### src/rtl/wb_mlane_if.sv
// wb_mlane_if: writeback-stage signal bundle between the pipeline (master) and wb_mlane (slave).
interface wb_mlane_if #(parameter int LANES = 2, parameter int AW = 5, parameter int DW = 32);
  localparam int BW = 66 + LANES * (34 + AW + DW);
  logic                flush;
  logic [7:0]          stall;
  logic [BW-1:0]       mem_to_wb_bus;
  logic [LANES-1:0]    rf_we;
  logic [LANES*AW-1:0] rf_waddr;
  logic [LANES*DW-1:0] rf_wdata;
  logic [65:0]         hilo_bus;
  logic [31:0]         debug_wb_pc;
  logic [3:0]          debug_wb_rf_wen;
  logic [AW-1:0]       debug_wb_rf_wnum;
  logic [DW-1:0]       debug_wb_rf_wdata;
  logic                stallreq_wb;
  modport master (
    output flush, stall, mem_to_wb_bus,
    input  rf_we, rf_waddr, rf_wdata, hilo_bus, debug_wb_pc, debug_wb_rf_wen,
           debug_wb_rf_wnum, debug_wb_rf_wdata, stallreq_wb
  );
  modport slave (
    input  flush, stall, mem_to_wb_bus,
    output rf_we, rf_waddr, rf_wdata, hilo_bus, debug_wb_pc, debug_wb_rf_wen,
           debug_wb_rf_wnum, debug_wb_rf_wdata, stallreq_wb
  );
endinterface

### src/rtl/wb_mlane.sv
// wb_mlane: multi-lane writeback commit register with an optional retire-trace FIFO.
// Define WB_DEBUG_TRACE_EN to build the trace FIFO; otherwise debug_* and stallreq_wb are tied 0.
module wb_mlane #(
  parameter int LANES     = 2,
  parameter int AW        = 5,
  parameter int DW        = 32,
  parameter int DBG_DEPTH = 4
) (
  input logic        clk,
  input logic        rst,
  wb_mlane_if.slave  wb
);
  localparam int LW = 34 + AW + DW;
  logic [LANES-1:0]          w_valid, w_lwe, w_we, w_conf;
  logic [LANES-1:0][31:0]    w_pc;
  logic [LANES-1:0][AW-1:0]  w_waddr;
  logic [LANES-1:0][DW-1:0]  w_wdata;
  logic                      w_bubble, w_load;
  logic [LANES-1:0]          r_we;
  logic [LANES-1:0][AW-1:0]  r_waddr;
  logic [LANES-1:0][DW-1:0]  r_wdata;
  logic [65:0]               r_hilo;
  assign w_bubble = wb.flush | (wb.stall[6] & ~wb.stall[7]);
  assign w_load   = ~wb.flush & ~wb.stall[6];
  for (genvar i = 0; i < LANES; i++) begin : g_lane
    assign {w_valid[i], w_pc[i], w_lwe[i], w_waddr[i], w_wdata[i]} = wb.mem_to_wb_bus[i*LW +: LW];
    assign w_we[i] = w_valid[i] & w_lwe[i] & (|w_waddr[i]);
  end
  // lane 1 is younger, so on a same-register collision lane 0's write is squashed
  if (LANES == 2) begin : g_conf
    assign w_conf = {1'b0, w_we[0] & w_we[1] & (w_waddr[0] == w_waddr[1])};
  end else begin : g_noconf
    assign w_conf = '0;
  end
  always_ff @(posedge clk or negedge rst)
    if (!rst) begin
      r_we    <= '0;
      r_waddr <= '0;
      r_wdata <= '0;
      r_hilo  <= '0;
    end else if (w_bubble | w_load) begin
      r_we    <= w_load ? w_we & ~w_conf : '0;
      r_waddr <= w_load ? w_waddr : '0;
      r_wdata <= w_load ? w_wdata : '0;
      r_hilo  <= w_load ? wb.mem_to_wb_bus[LANES*LW +: 66] : '0;
    end
  assign wb.rf_we    = r_we;
  assign wb.rf_waddr = r_waddr;
  assign wb.rf_wdata = r_wdata;
  assign wb.hilo_bus = r_hilo;
`ifdef WB_DEBUG_TRACE_EN
  localparam int PW = $clog2(DBG_DEPTH);
  localparam int CW = $clog2(DBG_DEPTH + 1);
  localparam int EW = 33 + AW + DW;
  logic [EW-1:0]             r_mem [DBG_DEPTH];
  logic [PW-1:0]             r_wp, r_rp;
  logic [CW-1:0]             r_cnt, w_n, w_room;
  logic [LANES-1:0]          w_acc;
  logic [LANES-1:0][PW-1:0]  w_slot;
  logic                      w_pop, r_dbg_we, w_unused;
  logic [31:0]               r_dbg_pc;
  logic [AW-1:0]             r_dbg_wnum;
  logic [DW-1:0]             r_dbg_wdata;
  assign w_unused = ^wb.stall[5:0];
  assign w_pop    = |r_cnt;
  // the slot being popped this edge is free for a push in the same edge
  assign w_room   = CW'(DBG_DEPTH) - r_cnt + CW'(w_pop);
  always_comb begin
    w_n    = '0;
    w_acc  = '0;
    w_slot = '0;
    for (int i = 0; i < LANES; i++) begin
      w_slot[i] = r_wp + PW'(w_n);
      w_acc[i]  = w_load & w_valid[i] & (w_n < w_room);
      w_n       = w_n + CW'(w_acc[i]);
    end
  end
  always_ff @(posedge clk)
    for (int i = 0; i < LANES; i++)
      if (w_acc[i]) r_mem[w_slot[i]] <= {w_pc[i], w_we[i], w_waddr[i], w_wdata[i]};
  always_ff @(posedge clk or negedge rst)
    if (!rst) begin
      r_wp        <= '0;
      r_rp        <= '0;
      r_cnt       <= '0;
      r_dbg_pc    <= '0;
      r_dbg_we    <= 1'b0;
      r_dbg_wnum  <= '0;
      r_dbg_wdata <= '0;
    end else begin
      r_wp  <= r_wp + PW'(w_n);
      r_rp  <= r_rp + PW'(w_pop);
      r_cnt <= r_cnt + w_n - CW'(w_pop);
      {r_dbg_pc, r_dbg_we, r_dbg_wnum, r_dbg_wdata} <= w_pop ? r_mem[r_rp] : '0;
    end
  assign wb.debug_wb_pc       = r_dbg_pc;
  assign wb.debug_wb_rf_wen   = {4{r_dbg_we}};
  assign wb.debug_wb_rf_wnum  = r_dbg_wnum;
  assign wb.debug_wb_rf_wdata = r_dbg_wdata;
  assign wb.stallreq_wb       = r_cnt > CW'(DBG_DEPTH - LANES);
`else
  logic w_unused;
  assign w_unused = ^{w_pc, wb.stall[5:0]};
  assign wb.debug_wb_pc       = '0;
  assign wb.debug_wb_rf_wen   = '0;
  assign wb.debug_wb_rf_wnum  = '0;
  assign wb.debug_wb_rf_wdata = '0;
  assign wb.stallreq_wb       = 1'b0;
`endif
endmodule
### src/flat_wrapper.sv
// flat-port wrapper written by rule: the top's interface ports become plain ports
module wb_mlane_flat 
#(
  parameter int LANES     = 2,
  parameter int AW        = 5,
  parameter int DW        = 32,
  parameter int DBG_DEPTH = 4
)
  (clk, rst, wb_flush, wb_stall, wb_mem_to_wb_bus, wb_rf_we, wb_rf_waddr, wb_rf_wdata, wb_hilo_bus, wb_debug_wb_pc, wb_debug_wb_rf_wen, wb_debug_wb_rf_wnum, wb_debug_wb_rf_wdata, wb_stallreq_wb);
  wb_mlane_if #(.LANES(LANES), .AW(AW), .DW(DW)) wb_i ();
  input logic clk;
  input logic rst;
  input wire logic [$bits(wb_i.flush)-1:0] wb_flush;
  input wire logic [$bits(wb_i.stall)-1:0] wb_stall;
  input wire logic [$bits(wb_i.mem_to_wb_bus)-1:0] wb_mem_to_wb_bus;
  output wire logic [$bits(wb_i.rf_we)-1:0] wb_rf_we;
  output wire logic [$bits(wb_i.rf_waddr)-1:0] wb_rf_waddr;
  output wire logic [$bits(wb_i.rf_wdata)-1:0] wb_rf_wdata;
  output wire logic [$bits(wb_i.hilo_bus)-1:0] wb_hilo_bus;
  output wire logic [$bits(wb_i.debug_wb_pc)-1:0] wb_debug_wb_pc;
  output wire logic [$bits(wb_i.debug_wb_rf_wen)-1:0] wb_debug_wb_rf_wen;
  output wire logic [$bits(wb_i.debug_wb_rf_wnum)-1:0] wb_debug_wb_rf_wnum;
  output wire logic [$bits(wb_i.debug_wb_rf_wdata)-1:0] wb_debug_wb_rf_wdata;
  output wire logic [$bits(wb_i.stallreq_wb)-1:0] wb_stallreq_wb;
  assign wb_i.flush = wb_flush;
  assign wb_i.stall = wb_stall;
  assign wb_i.mem_to_wb_bus = wb_mem_to_wb_bus;
  assign wb_rf_we = wb_i.rf_we;
  assign wb_rf_waddr = wb_i.rf_waddr;
  assign wb_rf_wdata = wb_i.rf_wdata;
  assign wb_hilo_bus = wb_i.hilo_bus;
  assign wb_debug_wb_pc = wb_i.debug_wb_pc;
  assign wb_debug_wb_rf_wen = wb_i.debug_wb_rf_wen;
  assign wb_debug_wb_rf_wnum = wb_i.debug_wb_rf_wnum;
  assign wb_debug_wb_rf_wdata = wb_i.debug_wb_rf_wdata;
  assign wb_stallreq_wb = wb_i.stallreq_wb;
  wb_mlane #(.LANES(LANES), .AW(AW), .DW(DW), .DBG_DEPTH(DBG_DEPTH)) u_core (.clk(clk), .rst(rst), .wb(wb_i));
endmodule
### config.mk
export PLATFORM = sky130hd
export DESIGN_NAME = wb_mlane_flat
export DESIGN_NICKNAME = d
export VERILOG_FILES = /design/src/rtl/wb_mlane_if.sv /design/src/rtl/wb_mlane.sv /design/src/flat_wrapper.sv
export SDC_FILE = /design/constraint.sdc
export NUM_CORES = 1
export LEC_CHECK = 0
export ABC_AREA = 1
export CAP_MARGIN = 20
export CORE_AREA = 2 2 168 170
export CTS_CLUSTER_DIAMETER = 30
export CTS_CLUSTER_SIZE = 28
export DETAILED_ROUTE_END_ITERATION = 12
export DIE_AREA = 0 0 170 172
export PLACE_DENSITY = 0.57
export SLEW_MARGIN = 40
export SYNTH_ARGS = -nofsm -noshare
export SYNTH_HDL_FRONTEND = slang
export SYNTH_SLANG_ARGS = --single-unit
export TNS_END_PERCENT = 20
### constraint.sdc
create_clock -name clk -period 0.8 [get_ports clk]
set_input_delay 0.08 -clock clk [delete_from_list [all_inputs] [get_ports clk]]
set_output_delay 0.08 -clock clk [all_outputs]
set_load 0.01 [all_outputs]
==> metrics <==
Hold WS=0.06623 ns; min-delay worst type=input pin to async pin; Vias=4780; 1st-iter DRT viols=217; WP buf/inv=1; WS Path Type=register to output port; share of cells above drive strength 1=35.43%; leading post-synthesis cells by cell area=dfrtp_1 62%, a22o_1 20%, buf_4 9.7%; CTS tree=yes; Die Span X=170 um; reg2reg end=u_core.wb.hilo_bus[30]; Yosys cell types=15; Ys Warns=0; Critical-path top delay cell=dfrtp_1; worst-path cell chain=buf_6; Post-Route M1 WL=7474 um; status=complete, but fails checks; Final Max Tran Viols=0; Critical Path End Type=output port; Worst setup endpoint=wb_rf_wdata[63]; drt first pass iters=4; failing checks=setup timing; DRC=0; total global routing overflow=0; vias in the first global route=4959; wire length on met2=8545 um; # rows=61; antenna violations before repair=0; total routed wirelength=18010 um; WL/cell=15.13 um; Clk pin slew, worst setup/hold paths=0.07 ns; io pins=435; Synth top area share=62.16%; Via-to-Cell Ratio=4.017; setup violators final=166; delay of the slowest critical-path stage=0.43 ns; cell family with most CP delay=flip-flops; number of max-cap violations=0; worst skew pair latency=0.41 ns; Clock Sinks=142; Ant. Diodes=0; Setup crit start=u_core.wb.rf_wdata[63]; H-tree Lvls=4; Post-Syn Instances=432; nets@finish=1050; Crit path required time=0.72 ns; Seq/Total Area, Yosys=62.16%; root buffer cell=clkbuf_16; gr usage total=12.08%; depth of the worst register-to-register path=3; CP Max Fanout=2; RSZ-0062 raised after global routing=true; hpwl dp=13040 um; GPL Wtd Cong=0.7366; Final Hold Vio Count=0; max layer used=met4; WP depth=1; Syn-to-layout area delta=71.72%; largest net degree at the start of global routing=65; final worst slack=-0.2656 ns; fmax=938.5 MHz; met3 WL=1707 um; die footprint=29240 um2; clk_skew=0 ns; Port Buffers=290; flops & latches, synth=142; fin util=35.73%; area of the mapped netlist=5717 um2; CTS Buf Count=17; die height=172 um; Routed Antenna Nets=0; startpoint types=register; Final min period=1.066 ns; Data arrival, critical path=0.99 ns; r2r startpoint=u_core.wb.hilo_bus[30]; first-pass GRT wire length=27250 um; total power per unit cell area=1874 nW/um2; Mean Syn Cell Area=13.23 um2; CORE AREA=27480 um2; Max VDD drop=1.117 mV; Bufs on Longest Clock Path=2; reg-to-reg setup timing slack=-0.14 ns; Initial Util=20.81%; fin crit share=133.2%; Yosys top cell by area=dfrtp_1; Lkg Pwr=0.005050 uW
==> worst min path at each step <==
stage / to / from / depth (start not counted)
after floorplan: u_core.wb.hilo_bus[0] / rst / 0
after global placement: u_core.wb.rf_wdata[63] / rst / 1
after detailed placement: u_core.wb.rf_wdata[63] / rst / 1
after CTS: u_core.wb.rf_wdata[63] / rst / 2
after global routing: u_core.wb.rf_wdata[63] / rst / 2
final: u_core.wb.rf_wdata[63] / rst / 2
==> kinds of logic after synthesis <==
kind of cell | Yosys count | share of synthesized area (%)
AO/OA/AOI/OAI | 139 | 20.90
XOR/XNOR | 4 | 0.6129
buffers and inverters | 113 | 13.92
flip-flops | 142 | 62.16
other | 1 | 0.06560
AND/OR/NAND/NOR | 33 | 2.342
==> power by group <==
| part | leakage, uW | internal, uW | switching [uW] | total (uW) |
|---|---|---|---|---|
| clock | 0.000275 | 4430 | 3370 | 7810 |
| combinational | 0.00287 | 1670 | 1190 | 2860 |
| sequential | 0.00190 | 7520 | 212 | 7730 |
| total | 0.00505 | 13600 | 4770 | 18400 |
==> cell usage after synthesis (all sizes together) <==
cell / count
nand4: 2
inv: 9
dfrtp: 142
nor2: 7
buf: 104
a22o: 133
nand3: 2
nand2: 22
xor2: 3
conb: 1
xnor2: 1
o21ai: 6
==> layer usage <==
layer,vias up,track usage (%)
met4,0,4.236
met3,16,4.623
li1,2216,-
met1,2310,14.68
met2,238,19.65
met5,-,0
==> registers in the layout, summed over array words and instances (netlist names) <==
signal	flops
u_core.wb.hilo_bus	66
u_core.wb.rf_wdata	64
u_core.wb.rf_waddr	10
u_core.wb.rf_we	2
==> stage by stage <==
step	total power [uW]	setup WS [ns]	cell area (um2)	TNS, ns	std cells
5_1_grt	19330	-0.3241	9817	-40.28	1190
2_1_floorplan	8972	0.02657	5991	0	505
4_1_cts	18720	-0.3249	9697	-37.03	1186
6_report	18390	-0.2656	9817	-31.84	1190
3_3_place_gp	10810	-0.6187	9402	-107.38	1130
3_5_place_dp	10820	-0.6380	9402	-107.26	1130
==> final cells by class <==
type	count	area (um2)
Clock buffer	19	442.9
Clock inverter	13	128.9
Fill cell	2782	17660
Inverter	9	33.78
Multi-Input combinational cell	250	1657
Sequential cell	142	3553
Tap cell	346	432.9
Timing Repair Buffer	411	3568
==> cells in the final DEF, fill, tap and decap left out, types with 3 or more instances in the layout <==
cell type          n
nor2_1             5
clkinv_4           4
a22o_1           133
nand2_1           21
clkbuf_16         17
buf_4             99
dlygate4sd2_1      3
buf_6             59
dlymetal6s2s_1     3
conb_1            74
o21ai_0            4
inv_6              5
xor2_1             3
buf_2             95
clkdlybuf4s50_1  141
inv_1              7
buf_12            10
dfrtp_1          142
==> repair_timing <==
item                                   CTS  global route
buffers inserted                        23             4
pin swaps                               28            14
resized for setup                      623            21
setup endpoints to repair              279           193
endpoints found under the hold margin  142             0
hold buffers                             1             0
Note: power is estimated with default switching activity, not from simulation.
